<file path="config.mk">
export PLATFORM = sky130hd
export DESIGN_NAME = calc_seq_ctrl
export DESIGN_NICKNAME = d
export VERILOG_FILES = /design/src/rtl/calc_seq_ctrl.sv
export SDC_FILE = /design/constraint.sdc
export NUM_CORES = 1
export LEC_CHECK = 0
export CAP_MARGIN = 10
export CORE_ASPECT_RATIO = 1.1
export CORE_MARGIN = 2
export CORE_UTILIZATION = 50
export CTS_BUF_LIST = sky130_fd_sc_hd__clkbuf_16
export CTS_CLUSTER_SIZE = 28
export DETAILED_ROUTE_END_ITERATION = 8
export GPL_TIMING_DRIVEN = 0
export PLACE_DENSITY = 0.73
export SYNTH_ARGS = -nofsm -noshare
export SYNTH_HDL_FRONTEND = slang
export SYNTH_SLANG_ARGS = --single-unit
</file>
<file path="constraint.sdc">
create_clock -name clk -period 5.09 [get_ports clk]
set_input_delay 1.018 -clock clk [delete_from_list [all_inputs] [get_ports clk]]
set_output_delay 1.018 -clock clk [all_outputs]
set_load 0.01 [all_outputs]
</file>
<file path="src/rtl/calc_seq_ctrl.sv">
// Calculator sequencer: builds BCD operands from key strobes, launches the shared ALU and captures its result.
// Optional macro CALC_CHAIN_EN: an operator key after a non-empty second operand evaluates and chains the result.
module calc_seq_ctrl #(
    parameter int DIGITS  = 4,
    parameter int ALU_LAT = 2
) (
    input  logic                clk,
    input  logic                rst,
    input  logic                key_valid,
    input  logic [3:0]          key_code,
    input  logic [4*DIGITS-1:0] alu_res,
    output logic [4*DIGITS-1:0] alu_num1,
    output logic [4*DIGITS-1:0] alu_num2,
    output logic [3:0]          alu_op,
    output logic [4*DIGITS-1:0] display,
    output logic                busy,
    output logic                done,
    output logic                err
);
    localparam int W  = 4 * DIGITS;
    localparam int CW = $clog2(DIGITS + 1);
    localparam logic [CW-1:0] CNT_FULL = CW'(DIGITS);
    localparam logic [3:0] KEY_EQ  = 4'hA;
    localparam logic [3:0] KEY_CLR = 4'hB;
    localparam logic [3:0] OP_ADD  = 4'hC;
    localparam logic [3:0] OP_DIV  = 4'hF;

    typedef enum logic [2:0] {S_A, S_B, S_EXEC, S_RES, S_ERR} state_t;

    state_t        state, state_d;
    logic [W-1:0]  acc_a, acc_a_d, acc_b, acc_b_d, result, result_d;
    logic [W-1:0]  num1_d, num2_d, display_d;
    logic [CW-1:0] cnt_a, cnt_a_d, cnt_b, cnt_b_d;
    logic [3:0]    op, op_d, op_alu_d, cnt, cnt_d;
    logic          done_d, launch;
    logic          is_digit, is_op, is_eq, is_clr;
`ifdef CALC_CHAIN_EN
    logic [3:0]    pend, pend_d;
    logic          chain, chain_d, chain_req;
`endif

    assign is_digit = key_valid && (key_code <= 4'h9);
    assign is_op    = key_valid && (key_code >= OP_ADD);
    assign is_eq    = key_valid && (key_code == KEY_EQ);
    assign is_clr   = key_valid && (key_code == KEY_CLR);

    assign busy = (state == S_EXEC);
    assign err  = (state == S_ERR);

    always_ff @(posedge clk or posedge rst) begin
        if (rst) begin
            state    <= S_A;
            acc_a    <= '0;
            acc_b    <= '0;
            cnt_a    <= '0;
            cnt_b    <= '0;
            op       <= OP_ADD;
            cnt      <= '0;
            result   <= '0;
            alu_num1 <= '0;
            alu_num2 <= '0;
            alu_op   <= OP_ADD;
            display  <= '0;
            done     <= 1'b0;
`ifdef CALC_CHAIN_EN
            pend     <= OP_ADD;
            chain    <= 1'b0;
`endif
        end else begin
            state    <= state_d;
            acc_a    <= acc_a_d;
            acc_b    <= acc_b_d;
            cnt_a    <= cnt_a_d;
            cnt_b    <= cnt_b_d;
            op       <= op_d;
            cnt      <= cnt_d;
            result   <= result_d;
            alu_num1 <= num1_d;
            alu_num2 <= num2_d;
            alu_op   <= op_alu_d;
            display  <= display_d;
            done     <= done_d;
`ifdef CALC_CHAIN_EN
            pend     <= pend_d;
            chain    <= chain_d;
`endif
        end
    end

    always_comb begin
        state_d   = state;
        acc_a_d   = acc_a;
        acc_b_d   = acc_b;
        cnt_a_d   = cnt_a;
        cnt_b_d   = cnt_b;
        op_d      = op;
        cnt_d     = cnt;
        result_d  = result;
        num1_d    = alu_num1;
        num2_d    = alu_num2;
        op_alu_d  = alu_op;
        display_d = display;
        done_d    = 1'b0;
        launch    = 1'b0;
`ifdef CALC_CHAIN_EN
        pend_d    = pend;
        chain_d   = chain;
        chain_req = 1'b0;
`endif
        // Clear outranks counter expiry, so an aborted execution never pulses done.
        if (is_clr) begin
            state_d   = S_A;
            acc_a_d   = '0;
            acc_b_d   = '0;
            cnt_a_d   = '0;
            cnt_b_d   = '0;
            op_d      = OP_ADD;
            cnt_d     = '0;
            result_d  = '0;
            num1_d    = '0;
            num2_d    = '0;
            op_alu_d  = OP_ADD;
            display_d = '0;
`ifdef CALC_CHAIN_EN
            pend_d    = OP_ADD;
            chain_d   = 1'b0;
`endif
        end else begin
            unique case (state)
                S_A: begin
                    if (is_digit) begin
                        if (cnt_a != CNT_FULL) begin
                            acc_a_d   = W'({acc_a, key_code});
                            cnt_a_d   = cnt_a + CW'(1);
                            display_d = acc_a_d;
                        end
                    end else if (is_op) begin
                        op_d    = key_code;
                        acc_b_d = '0;
                        cnt_b_d = '0;
                        state_d = S_B;
                    end
                end
                S_B: begin
                    if (is_digit) begin
                        if (cnt_b != CNT_FULL) begin
                            acc_b_d   = W'({acc_b, key_code});
                            cnt_b_d   = cnt_b + CW'(1);
                            display_d = acc_b_d;
                        end
                    end else if (is_op) begin
                        if (cnt_b == '0) begin
                            op_d = key_code;
                        end else begin
`ifdef CALC_CHAIN_EN
                            launch    = 1'b1;
                            chain_req = 1'b1;
                            pend_d    = key_code;
`endif
                        end
                    end else if (is_eq && (cnt_b != '0)) begin
                        launch = 1'b1;
                    end
                end
                S_EXEC: begin
                    if (cnt == '0) begin
                        result_d  = alu_res;
                        display_d = alu_res;
                        done_d    = 1'b1;
                        state_d   = S_RES;
`ifdef CALC_CHAIN_EN
                        if (chain) begin
                            acc_a_d = alu_res;
                            op_d    = pend;
                            acc_b_d = '0;
                            cnt_b_d = '0;
                            chain_d = 1'b0;
                            state_d = S_B;
                        end
`endif
                    end else begin
                        cnt_d = cnt - 4'd1;
                    end
                end
                S_RES: begin
                    if (is_digit) begin
                        acc_a_d   = W'(key_code);
                        cnt_a_d   = CW'(1);
                        display_d = acc_a_d;
                        state_d   = S_A;
                    end else if (is_op) begin
                        acc_a_d = result;
                        op_d    = key_code;
                        acc_b_d = '0;
                        cnt_b_d = '0;
                        state_d = S_B;
                    end
                end
                S_ERR: ;
                default: state_d = S_A;
            endcase

            // Division by zero is caught before the ALU inputs are touched.
            if (launch) begin
                if ((op == OP_DIV) && (acc_b == '0)) begin
                    state_d   = S_ERR;
                    display_d = '0;
                end else begin
                    num1_d   = acc_a;
                    num2_d   = acc_b;
                    op_alu_d = op;
                    cnt_d    = 4'(ALU_LAT);
                    state_d  = S_EXEC;
`ifdef CALC_CHAIN_EN
                    chain_d  = chain_req;
`endif
                end
            end
        end
    end

endmodule

</file>
# Word level (Yosys, flattened, before mapping)
# Cells that the tools add are included.
[word_totals] regBits=118 in_bits=23 output_inout_bits=55 word_cells=140
[classes] addsub=3 magnitude_cmp=2 eq_ne=24 n_mux=73 reduce_logical=25
[op_table] cell="$mux W16" count=28
[op_table] cell="$pmux W16 S2" count=2
[op_table] cell="$pmux W16 S4" count=1
[op_table] cell="$mux W4" count=14
[op_table] cell="$mux W3" count=16
[op_table] cell="$ne A3 B3 Y1 const B" count=10
[op_table] cell="$logic_not A16 Y1" count=1
[op_table] cell="$eq A4 B4 Y1 const B" count=3
[op_table] cell="$pmux W3 S2" count=2
[op_table] cell="$pmux W3 S4" count=1
[op_table] cell="$reduce_bool A3 Y1" count=3
[op_table] cell="$mux W1" count=8
[op_table] cell="$ne A4 B4 Y1 const B" count=2
[op_table] cell="$pmux W4 S2" count=1
[op_table] cell="$reduce_and A4 Y1" count=2
[op_table] cell="$add A3 B1 Y3 const B" count=2
[op_table] cell="$eq A3 B2 Y1 const B" count=2
[op_table] cell="$logic_and A1 B1 Y1" count=6
[op_table] cell="$logic_not A3 Y1" count=2
[op_table] cell="$ne A3 B1 Y1 const B" count=2
[op_table] cell="$reduce_and A6 Y1" count=1
[op_table] cell="$reduce_bool A2 Y1" count=3
[op_table] cell="$reduce_and A5 Y1" count=1
[op_table] cell="$ge A4 B4 Y1 const B" count=1
[op_table] cell="other kinds (11)" count=13

# Logic depth before layout (Yosys ltp)
# Gate-level depths: netlist of run 1.
[depth] depth_word=10 ltp_mapped=9 depth_no_buf=7

# Worst setup path after synthesis of run 1
# No wires, ideal clock.
[synth_timing] path_kind="input port to flip-flop" start="in key_code[1]" end="reg display[15]" setup_time_ns=0.129 t_arrival_ns=2.306 setup_slack_ns=2.655 cell_stages=7 n_path_buf=2 path_cell_list="o21ai_0 -> buf_2 -> and2_1 -> clkbuf_1 -> mux2_2 -> a221oi_1 -> nor3_1"
[synth_via] elab_chain_cells=10
[synth_rtl] element="from (decl)" line="10" source="input logic [3:0] key_code,"
[synth_rtl] element="parallel branches: the longest is 9 deep, another holds $le A4 B4 Y1"
[synth_rtl] element="$mux W16 *" line="111" source="if (is_clr) begin"
[synth_rtl] element="named net display_d[15]" line="32" source="logic [W-1:0] num1_d, num2_d, display_d;"
[synth_rtl] element="to (signal assigned)" line="81" source="display <= display_d;"
[synth_rtl] element="to (decl)" line="15" source="output logic [4*DIGITS-1:0] display,"
# Mark *: on every way through the listed nets, which the timed path passes. The select of a mux whose other input is x is not followed.
# A chain may end at the register's enable or synchronous reset.

# Worst setup path after layout of run 1
[layout_timing] start="reg state[2]" end="out err"
[layout_via] elab_chain_cells=1
[layout_rtl] element="from (decl)" line="30" source="state_t state, state_d;"
[layout_rtl] element="from (signal assigned)" line="70" source="state <= state_d;"
[layout_rtl] element="$eq A3 B3 Y1" line="48" source="assign err = (state == S_ERR);"
[layout_rtl] element="to (decl)" line="18" source="output logic err"
# No other way between the ends.

==> impl_metrics.tcl, run 1 <==
set metrics [dict create \
    wl_per_cell_um 19.52 \
    yosys_warnings 0 \
    gr-total-overflow 0 \
    setup_violations 0 \
    hold_viol 0 \
    swShare_pct 34.84 \
    fin_skew_ps 6.227 \
    io-pin-count 78 \
    syn-instance-count 565 \
    die_area_um2 11990 \
    p_int_mw 2.600 \
    nFillCells 890 \
    yosysTopAreaCell "dfrtp_1" \
    syn_nets 593 \
    max-slew-margin-rel_pct 41.30 \
    p_clk_share_pct 28.0 \
    cts_hold_buf 0 \
    synth_seq_cells 118 \
    diodes 0 \
    p_comb_share_pct 31.9 \
    fin_total_pwr_mw 3.991 \
    powerDensity_nw_per_um2 562.4 \
    worst_pin_slew_ps 878.5 \
    synth-async-reset-ratio_pct 100.0 \
    run_status "complete, no violations" \
    synth_most_common_cell "dfrtp_1" \
    fp.coreArea_um2 10860 \
    fin_ws_ps 1286 \
    totalWireLength_mm 16.04 \
    cts_setup_buffers 0 \
    cts_root_buf "clkbuf_16" \
    clk_pin_slew_ps 50 \
    drv_cap 0 \
    drc 0 \
    ys_types 64 \
    cts_sinks 118 \
    slew_violations 0 \
    end_kind "primary output" \
    initial_utilization_pct 51.22 \
    antenna_found_initial 0 \
    irDropWorstVdd_v 0.0002882 \
    antenna_left 0 \
    seqPwrFrac_pct 40.0 \
    min_path_type "register to register" \
    placed_area_um2 6550 \
    p_leak_nw 3.125 \
    syn_to_final_growth_pct 27.58 \
    gp_congestion 0.9186 \
    drive_gt1_share_pct 10.37 \
    ys.flop_type "dfrtp_1" \
    syn_avg_cell_area_um2 9.846 \
    rsz0062_at_grt "false" \
    placed_cells 790 \
    ys_seq_area_share_pct 53.17 \
    worst-setup-path-type "register to primary output" \
    synth_top_cell_area_share_pct 51.28 \
    dpl.hpwl_mm 11.53 \
    vias 4943 \
    rows 40 \
    worstSkewPairLatency_ps 420 \
    vias_per_cell 6.013 \
    fp.dieW_um 104.6 \
    portBuffers 77 \
    tritoncts "yes" \
    grt_pass1_vias 4885 \
    clock.fmax_mhz 262.9 \
    gr-usage-all-layers_pct 28.37 \
    ctsResizeCount 0 \
    grt_max_degree 61 \
    multi_input_area_um2 2357 \
    register_area_um2 2958 \
    netlist_area_um2 5563 \
    finalNonFillerCells 822 \
    worst_ep_arrival_time_ps 2790 \
    path_max_fanout 10 \
    fin_nets 690 \
    cts_max_path_buffers 2 \
    min_period_over_period_pct 74.73 \
    tns_ps 0 \
    pre_cts_ws_ps 1438 \
    period_minus_slack_ps 3804 \
    first_pass_iters 7 \
    dieHeight_um 114.6 \
    worstSetupStartpointType "register" \
    cp_data_required_time_ps 4070 \
    synthTopCellsByCount "dfrtp_1 (114), nand2_1 (108), a21oi_1 (54)" \
    final_cell_area_um2 7097 \
    synth_edf_count 0 \
    cts_buffers 17 \
    synth_area_leaders "dfrtp_1 (51%), nand2_1 (7.3%), a22o_1 (5.0%)" \
    detail_route.iter0.violations 352 \
    grt_pass1_wl_mm 26.16 \
    ctsHtreeMaxLevel 4 \
    netSwitchingPower_mw 1.390 \
]
==> cells in the final DEF (no fill, tap or decap), types with 7 or more instances in the layout <==
| cell type | Yosys | final |
|---|---|---|
| a21oi_1 | 54 | 54 |
| a221o_1 | 12 | 12 |
| a22o_1 | 32 | 32 |
| a22oi_1 | 12 | 12 |
| buf_2 | 18 | 18 |
| clkbuf_1 | 17 | 17 |
| clkbuf_16 | 0 | 17 |
| clkdlybuf4s50_1 | 0 | 77 |
| clkinv_2 | 0 | 7 |
| dfrtp_1 | 114 | 114 |
| inv_1 | 15 | 16 |
| nand2_1 | 108 | 108 |
| nand3_1 | 7 | 7 |
| nor2_1 | 25 | 25 |
| nor3_1 | 7 | 7 |
| o21ai_0 | 17 | 17 |
| o22ai_1 | 13 | 13 |
| o2bb2ai_1 | 12 | 12 |
==> flip-flops by register name (all words and copies together) (netlist names) <==
| register | count |
|---|---|
| result | 16 |
| alu_op | 4 |
| state | 3 |
| cnt | 4 |
| op | 4 |
| done | 1 |
| acc_b | 16 |
| alu_num2 | 16 |
| cnt_a | 3 |
| cnt_b | 3 |
| display | 16 |
| acc_a | 16 |
| alu_num1 | 16 |
==> through the flow <==
stage               utilization (%)  hold slack [ps]
finish                        65.35            492.0
global route                  65.35            513.8
CTS                           65.35            491.7
detailed placement            60.31            479.9
global placement              60.01            467.4
floorplan                         -            450.2
==> worst max-delay path, cell delays in order, from the launching register on <==
cell and delay (ps):
dfrtp_1 410, clkbuf_1 390, clkbuf_1 450, inv_1 190, nor3_1 330, clkdlybuf4s50_1 600
==> area by class of cell <==
cell class                 instances  area share (%)
buffer                            41           2.645
clock buffer                      17           5.994
clock inverter                    15           1.710
inverter                          16          0.9168
multi-input combinational        390           33.22
sequential                       118           41.68
tap                              147           2.592
timing repair buffer              78           11.25
==> power by group through the flow <==
| stage | sequential [mW] | clock [mW] | combinational [mW] |
|---|---|---|---|
| after CTS | 1.59 | 1.12 | 1.28 |
| after floorplan | 1.55 | 0 | 0.759 |
| after global placement | 1.59 | 0 | 1.23 |
| after global routing | 1.64 | 1.17 | 1.41 |
| after detailed placement | 1.60 | 0 | 1.27 |
| final | 1.60 | 1.12 | 1.27 |
==> path summary, 6_finish.rpt <==
check,startpoint,to,slack [ps],cells past startpoint
hold / removal,alu_num1[8],alu_num1[8],490,1
setup / recovery,state[2],err,1290,5
max in group asynchronous,rst,result[5],3350,3
setup reg to reg,acc_b[10],state[1],2560,6
min in group asynchronous,rst,acc_b[12],1050,2
hold reg to reg,alu_num1[8],alu_num1[8],490,1
==> layer usage <==
metal / global-route usage, % / up-vias / share of wire (%)
met5: 0 / - / 0
met4: 14.67 / 0 / 3.4
met3: 5.748 / 38 / 7.0
met2: 44.49 / 222 / 47
met1: 37.68 / 2422 / 43
li1: - / 2261 / -
==> cells by family after synthesis <==
family,Yosys count,share of synthesized area [%]
simple gates,191,15.92
fa+ha+maj,5,1.125
xor+xnor,1,0.1575
buf+inv,57,4.453
mux,8,1.529
compound gates,185,23.64
flops,118,53.17
No activity file was read; power rests on OpenSTA's default activity.
==> run 2: changes to the inputs <==
Settings changed: CORE_UTILIZATION 50 to 49, PLACE_DENSITY 0.73 to 0.75.
Clock period 5.09 ns to 3.3 ns, I/O delays scaled along.
==> impl_metrics.tcl, run 2 (same netlist as run 1, synthesis figures left out) <==
set metrics [dict create \
    dpl.hpwl_mm 11.21 \
    cts_root_buf "clkbuf_16" \
    tns_ps 0 \
    die_area_um2 12220 \
    syn_to_final_growth_pct 30.14 \
    powerDensity_nw_per_um2 896.7 \
    nFillCells 902 \
    slowest_delay_ps 610 \
    slowest_stage "clkdlybuf4s50_1" \
    drive_gt1_share_pct 10.95 \
    antenna_left 0 \
    diodes 0 \
    cp_top_family "buffers and inverters" \
    irDropWorstVdd_v 0.0003744 \
    fin_nets 691 \
    worst_ep_arrival_time_ps 2410 \
    placed_cells 792 \
    clk_pin_slew_ps 50 \
    p_leak_nw 3.175 \
    gr-total-overflow 0 \
    cp_num_buf_inv 3 \
    wl_per_cell_um 19.00 \
    hold_slack_ps 491.7 \
    fin_skew_ps 8.806 \
    final_common_cell "dfrtp_1" \
    grt_pass1_vias 4958 \
    slew_violations 0 \
    pre_cts_ws_ps 72.66 \
    totalWireLength_mm 15.64 \
    ctsHtreeMaxLevel 4 \
    cts_buffers 17 \
    worst-setup-path-type "register to primary output" \
    gr-usage-all-layers_pct 26.82 \
    min_period_over_period_pct 93.16 \
    run_status "complete, no violations" \
    fin_ws_ps 225.7 \
    drv_cap 0 \
    first_pass_iters 5 \
    min_path_type "register to register" \
    worst_pin_slew_ps 800.9 \
    vias_per_cell 5.976 \
    final_cell_area_um2 7239 \
    vias 4918 \
    drc 0 \
    portBuffers 77 \
    end_kind "primary output" \
    cp_data_required_time_ps 2640 \
    path_max_fanout 13 \
    initial_utilization_pct 50.52 \
    setup_violations 0 \
    detail_route.iter0.violations 353 \
    gp_congestion 0.9631 \
    mostFrequentLayoutCells "dfrtp_1 (114), nand2_1 (108), clkdlybuf4s50_1 (77)" \
    clock.fmax_mhz 325.3 \
    placed_area_um2 6581 \
    antenna_found_initial 0 \
    period_minus_slack_ps 3074 \
    grt_pass1_wl_mm 25.44 \
    worstSkewPairLatency_ps 410 \
    tritoncts "yes" \
    cts_max_path_buffers 2 \
    max-slew-margin-rel_pct 45.23 \
    dieHeight_um 115.8 \
    rsz0062_at_grt "false" \
    crit_chain "clkbuf_2, inv_1, nor3_1, clkdlybuf4s50_1" \
    fin_util_pct 65.75 \
    grt_max_degree 44 \
    fp.dieW_um 105.6 \
    finalNonFillerCells 823 \
    hold_viol 0 \
    fin_total_pwr_mw 6.492 \
    fp.coreArea_um2 11010 \
    cts_sinks 118 \
    cts_hold_buf 0 \
    io-pin-count 78 \
    worstSetupStartpointType "register" \
    rows 40 \
]
[run 2: changes by cell type in the layout (fill, tap and decap cells not counted), sizes merged]
| cell | delta |
|---|---|
| clkinv | -7 |
| bufinv | +4 |
| clkbuf | -1 |
| buf | +2 |
| clkinvlp | +3 |
[run 2: final cells by class]
class                      count  area, um2  share of cell area (%)
sequential                   118       2958                   40.86
multi-input combinational    390       2357                   32.56
timing repair buffer          80      830.8                   11.48
clock buffer                  17      425.4                   5.876
clock inverter                15      235.2                   3.249
buffer                        40      185.2                   2.558
tap                          147      183.9                   2.541
inverter                      16      63.81                  0.8814
[run 2: routing by layer]
layer / up-vias / global-route usage, % / share of wire (%)
met1: 2379 / 35.26 / 42
li1: 2265 / - / -
met4: 0 / 13.86 / 4.4
met5: - / 0 / 0
met2: 226 / 42.32 / 46
met3: 48 / 5.737 / 6.9
[run 2: repair_timing]
| action | in CTS | in global routing |
|---|---|---|
| hold endpoints to repair | 0 | 0 |
| gates resized for setup | 1 | 0 |
| endpoints found under the setup margin | 1 | 1 |
| setup buffers | 0 | 0 |
| pin swaps | 0 | 0 |
[run 2: path summary, 6_finish.rpt]
path                              start      endpoint  slack [ps]  cells after the start
max reg2reg                   acc_b[10]   display[13]         850                      6
min                        alu_num1[14]  alu_num1[14]         490                      1
max                            state[2]           err         230                      4
max in group asynchronous           rst   alu_num1[1]        1890                      4
min in group asynchronous           rst     acc_b[13]         620                      2
min reg2reg                alu_num1[14]  alu_num1[14]         490                      1
[run 2: where the power goes]
group	total (mW)	leakage (nW)	internal (mW)	switching, mW
Clock	2.07	0.317	1.41	0.659
Combinational	1.96	1.31	0.964	0.993
Sequential	2.47	1.55	1.97	0.502
Total	6.49	3.17	4.34	2.15
